File: config.mk
export PLATFORM = sky130hd
export DESIGN_NAME = shifter_right_seq
export DESIGN_NICKNAME = d
export VERILOG_FILES = /design/src/rtl/shifter_right_seq.sv
export SDC_FILE = /design/constraint.sdc
export NUM_CORES = 1
export LEC_CHECK = 0
export BUFFER_PORTS_ARGS = -buffer_cell sky130_fd_sc_hd__buf_2
export CORE_MARGIN = 2
export CORE_UTILIZATION = 30
export CTS_CLUSTER_SIZE = 40
export DETAILED_ROUTE_END_ITERATION = 7
export PLACE_DENSITY = 0.59
export SYNTH_ARGS = -nofsm -noshare
export SYNTH_HDL_FRONTEND = slang
export SYNTH_SLANG_ARGS = --single-unit
export TNS_END_PERCENT = 20
File: constraint.sdc
create_clock -name clk -period 3.4 [get_ports clk]
set_clock_uncertainty 0.05 [all_clocks]
set_input_delay 0.17 -clock clk [delete_from_list [all_inputs] [get_ports clk]]
set_output_delay 0.17 -clock clk [all_outputs]
set_load 0.05 [all_outputs]
File: src/rtl/shifter_right_seq.sv
// Iterative right shifter (logical/arithmetic) behind valid/ready handshakes.
// Latency: out_valid rises shamt edges after accept (stride build: shamt/4 + shamt%4).
// Backpressure: result is held in DONE until out_ready; in_ready is low while busy.
//
// Ports:
//   clk, rst            - clock, synchronous active-high reset
//   in_valid/in_ready   - request handshake carrying in_data, in_shamt, in_arith
//   out_valid/out_ready - result handshake carrying out_data
//
// Optional feature: define SHIFTER_RIGHT_STRIDE4_EN to shift by 4 per cycle
// while at least 4 positions remain (requires N >= 4). Results are identical
// in both builds; only latency differs.
module shifter_right_seq #(
  parameter int N = 32,
  parameter int S = $clog2(N)
) (
  input  logic         clk,
  input  logic         rst,
  input  logic         in_valid,
  output logic         in_ready,
  input  logic [N-1:0] in_data,
  input  logic [S-1:0] in_shamt,
  input  logic         in_arith,
  output logic         out_valid,
  input  logic         out_ready,
  output logic [N-1:0] out_data
);

  typedef enum logic [1:0] {
    IDLE  = 2'd0,
    SHIFT = 2'd1,
    DONE  = 2'd2
  } state_t;

  state_t       state, state_nxt;
  logic [N-1:0] work, work_nxt;
  logic [S-1:0] count, count_nxt;
  logic         fill, fill_nxt;

  // Handshake outputs come straight from the state register.
  assign in_ready  = (state == IDLE);
  assign out_valid = (state == DONE);
  assign out_data  = work;

  always_comb begin
    state_nxt = state;
    work_nxt  = work;
    count_nxt = count;
    fill_nxt  = fill;

    case (state)
      IDLE: begin
        if (in_valid) begin
          work_nxt  = in_data;
          count_nxt = in_shamt;
          // Sign is captured once here and never re-sampled while shifting.
          fill_nxt  = in_arith & in_data[N-1];
          state_nxt = (in_shamt == '0) ? DONE : SHIFT;
        end
      end

      SHIFT: begin
`ifdef SHIFTER_RIGHT_STRIDE4_EN
        if (count > S'(3)) begin
          work_nxt  = {{4{fill}}, work[N-1:4]};
          count_nxt = count - S'(4);
        end else begin
          work_nxt  = {fill, work[N-1:1]};
          count_nxt = count - S'(1);
        end
`else
        work_nxt  = {fill, work[N-1:1]};
        count_nxt = count - S'(1);
`endif
        // SHIFT is only entered with a non-zero count, so reaching zero
        // means the last step has just been taken.
        if (count_nxt == '0) begin
          state_nxt = DONE;
        end
      end

      DONE: begin
        if (out_ready) begin
          state_nxt = IDLE;
        end
      end

      default: begin
        state_nxt = IDLE;
      end
    endcase
  end

  always_ff @(posedge clk) begin
    if (rst) begin
      state <= IDLE;
      work  <= '0;
      count <= '0;
      fill  <= 1'b0;
    end else begin
      state <= state_nxt;
      work  <= work_nxt;
      count <= count_nxt;
      fill  <= fill_nxt;
    end
  end

endmodule

# [After elaboration in Yosys (flattened, before gate mapping)]
# Index checks and enable logic that the tools add are counted.
[classes] add_sub_neg=1 eq_ne=5 muxes=9 n_bitwise=1 n_reduce_logical=7
[op_table] op="32-bit case mux with 2 select lines" count=1
[op_table] op="32-bit two-way mux" count=1
[op_table] op="5-bit logical NOT" count=2
[op_table] op="5-bit case mux with 2 select lines" count=1
[op_table] op="2-bit two-way mux" count=4
[op_table] op="2-bit case mux with 3 select lines" count=1
[op_table] op="5-bit two-way mux" count=1
[op_table] op="5-bit by 1-bit subtractor with 5-bit output, second input constant" count=1
[op_table] op="2-bit != test, second input constant" count=2
[op_table] op="2-bit AND reduction" count=2
[op_table] op="3-bit AND reduction" count=1
[op_table] op="2-bit by 1-bit == test with 1-bit output, second input constant" count=1
[op_table] op="2-bit == test, second input constant" count=1
[op_table] op="2-bit logical NOT" count=1
[op_table] op="2-bit by 1-bit != test with 1-bit output, second input constant" count=1
[op_table] op="2-bit nonzero test" count=1
[op_table] op="1-bit bitwise AND" count=1
[totals] reg_bits=40 in_bits=42 output_inout_bits=34 wordCells=27

# [Longest topological paths before layout]
[logic_depth] ltp_word=4 depth_mapped=8 ltp_nobuf=6

# [Worst setup path before layout]
# OpenSTA, ideal clock, no wires.
[synth_path] kind="register to register" from="reg state[0]" to="reg state[0]" setup_ns=0.087 arrival_ns=1.722 required_time_ns=3.263 path_slack_ns=1.541 stages_incl_launch_ff=5 path_buffers=1 period_less_slack_ns=1.859 path_cell_list="dfxtp_1 > buf_2 > nor2_1 > o21ai_0 > a221oi_2"
[synth_between] elab_chain_cells=3 elab_cells_between_ends=8 cone_classes="5 x eq/ne; 1 x mux; 2 x reduce/logical"
[synth_lines] item="from (decl)" line="35" source="state_t state, state_nxt;"
[synth_lines] item="from (signal assigned)" line="101" source="state <= state_nxt;"
[synth_lines] item="2-bit logical NOT (*)"
[synth_lines] item="named net in_ready" line="20" source="output logic in_ready,"
[synth_lines] item="2-bit != test (no source line)"
[synth_lines] item="3-bit AND reduction (no source line)"
# Mark *: on every way through the listed nets, which the timed path passes. The rest lies on a longest branch.
# A chain may end at the register's enable or synchronous reset.

# [Worst setup path in the final report]
[layout_path] from="reg state[0]" to="reg work[0] (netlist: out_data[0])"
[layout_between] elab_chain_cells=3 elab_cells_between_ends=6 cone_classes="2 x eq/ne; 1 x mux; 3 x reduce/logical"
[layout_lines] item="2-bit by 1-bit == test with 1-bit output / 2-bit logical NOT (equally long branches)" line="51" source="case (state)"
[layout_lines] item="2-bit nonzero test (no source line) / 2-bit != test (equally long branches)"
[layout_lines] item="2-bit AND reduction (no source line)"
[layout_lines] item="to (signal assigned)" line="102" source="work <= work_nxt;"
[layout_lines] item="to (decl)" line="36" source="logic [N-1:0] work, work_nxt;"
# Parallel ways exist; a longest one is shown, timed or not.

==> results_dict.tcl <==
set metrics [dict create \
    outcome "complete, no violations" \
    die_area_um2 7150 \
    hp-class "input pin to flop" \
    gp_congestion 0.694 \
    post_cts_resized 0 \
    synth.cells.most_frequent "nor2_1 (41), dfxtp_1 (40), mux2i_1 (33)" \
    drt_iter0_markers 50 \
    final_cells 348 \
    dieHeight_um 84.5 \
    finalHoldViolCount 0 \
    rr_startpoint "state[0]" \
    tightestPinTransition_ps 788 \
    dr_total_vias 1670 \
    yosysSeqAreaShare_pct 41.2 \
    pwr-share-seq_pct 33.9 \
    wl_per_cell_um 12.7 \
    hold-worst-slack_ps 114 \
    slew_headroom_pct 47.5 \
    clock_path_buffers 2 \
    p_comb_share_pct 50.7 \
    worstSkewPairLatency_ps 280 \
    start_util_pct 30.8 \
    synthesis.area_um2 1950 \
    die_w_um 84.5 \
    ys_dominant_reg_cell "dfxtp_1" \
    path_delay_family "simple AND/OR/NAND/NOR gates" \
    crit_start "state[0]" \
    critPathKind "flop to flop" \
    drcViolationCount 0 \
    clock_sinks 40 \
    cp-start-kind "flop" \
    ys_ff_latch 40 \
    p_sw_w 0.000997 \
    synth_top_area_cell "dfxtp_1" \
    r2r_cells 5 \
    grt_usage_pct 12.8 \
    critPathMaxStageDelay_ps 580 \
    grt_pass1_wl_mm 7.54 \
    netSwitchingFraction_pct 47.8 \
    synth_edf_count 0 \
    syn_inst 204 \
    rsz0062_at_grt "no" \
    core_um2 6310 \
    ir_drop_mv 0.327 \
    grt_max_degree 41 \
    postCtsSetupRepairBufs 0 \
    drt_first_pass_iters 4 \
    async_flop_share_pct 0 \
    synth_nets 248 \
    cp.arrival_ps 2240 \
    final_nets 314 \
    cts_inserted_buffers 5 \
    cp_cell_sequence "nor2_1 > nor2_4 > buf_4 > nor2_1 > a211oi_1" \
    path_buf_inv 1 \
    fmax_mhz 476 \
    fin_crit_ps 2100 \
    drv_slew 0 \
    syn_to_final_growth_pct 23.3 \
    numPlacedInstances 340 \
    overflow 0 \
    path_common_cell "nor2_1" \
    cts_hold_buf 0 \
    drt-vias-per-instance 4.80 \
    clk_pin_slew_worst_paths_ps 70 \
    fp-row-count 29 \
    powerDensity_nw_per_um2 870 \
    cts_tree "built" \
    crit_slowest_cell "nor2_4" \
    synth.area.top_cells "dfxtp_1 (41%), mux2i_1 (17%), a211oi_1 (12%), nor2_1 (7.9%), a211oi_2 (1.3%)" \
    cp-endpoint "out_data[0]" \
    cp_max_fo 36 \
    synth_top_area_share_pct 41.2 \
    setup_violations 0 \
    setup.worst_path.end_class "flop" \
    postRouteAntennaNets 0 \
    reg2reg_slack_ps 1300 \
    crit_required_ps 3550 \
    period_share_pct 61.7 \
    yosysUniqueCellTypes 34 \
    antenna_cells 0 \
    r2r_end "out_data[0]" \
    cts_root_buf "clkbuf_8" \
    worst-path-stages 5 \
    io_pins 76 \
    drt_wl_total_mm 4.43 \
    dp_hpwl_mm 3.16 \
    portBuffers 75 \
    grt_pass1_vias 1573 \
    final.setup.tns_ps 0 \
    intPower_w 0.00109 \
    antenna_found_initial 0 \
    cts.htree.levels 2 \
    power_w 0.00209 \
    ys_warn_count 0 \
    layout-drive-gt1-share_pct 33.6 \
    synth.most_common_cell "nor2_1" \
    syn_area_per_cell_um2 9.54 \
    clkPwrFrac_pct 15.3 \
    leakagePower_nw 1.22 \
    cap_violations 0 \
]
worst register-to-register path: stages, from the launching register on:
cell	delay, ps
dfxtp_1	530
nor2_1	150
nor2_4	580
buf_4	410
nor2_1	70
a211oi_1	210
per-stage QoR:
| step | setup slack, ps | cell area (um^2) | util (%) |
|---|---|---|---|
| after floorplan | 1540 | 1950 | - |
| after global placement | 1380 | 2310 | 36.6 |
| after detailed placement | 1290 | 2310 | 36.6 |
| after CTS | 1280 | 2400 | 38.0 |
| after global routing | 1060 | 2400 | 38.0 |
| final | 1300 | 2400 | 38.0 |
area by class of cell:
cell class / instances / area [um^2]
timing repair buffer: 77 / 390
inverter: 5 / 18.8
sequential: 40 / 801
multi-input combinational: 141 / 1000
clock buffer: 8 / 90.1
fill: 673 / 3920
tap: 77 / 96.3
layout by cell type (no fill, tap or decap), drive strengths merged, types with 3 or more instances in the layout:
master and n:
a21oi 6, clkbuf 8, buf 77, inv 5, dfxtp 40, o21ai 3
a211oi 34, nand2 4, mux2i 33, nor2 42
power by group through the flow:
stage | clock network [W] | registers [W] | logic (W)
floorplan | 0 | 0.00103 | 0.000579
global placement | 0 | 0.000717 | 0.00106
detailed placement | 0 | 0.000718 | 0.00107
CTS | 0.000340 | 0.000709 | 0.00107
global route | 0.000358 | 0.000729 | 0.00115
finish | 0.000320 | 0.000708 | 0.00106
how the worst min path moves through the flow:
stage / slack (ps) / endpoint / cells past startpoint / start
floorplan: 270 / fill / 2 / in_valid
global placement: 390 / fill / 2 / fill
detailed placement: 400 / fill / 2 / fill
CTS: 100 / fill / 3 / in_arith
global route: 110 / fill / 3 / in_arith
finish: 110 / fill / 3 / in_arith
flip-flops by register name (all words and copies together) (netlist names):
| name | count |
|---|---|
| count | 5 |
| fill | 1 |
| out_data | 32 |
| state | 2 |
logic make-up after synthesis:
kind of cell	after synthesis	share of synthesized area, %
simple gates	54	12.7
buf+inv	23	7.33
compound gates	50	19.6
flops	40	41.2
xor+xnor	2	0.900
fa+ha+maj	2	1.29
mux	33	17.0
layer usage:
layer,GRT usage [%],wire [um]
met1,17.8,2180
met5,0,0
met3,3.05,255
met2,20.0,1990
met4,3.03,15
No activity file was read; power rests on OpenSTA's default activity.
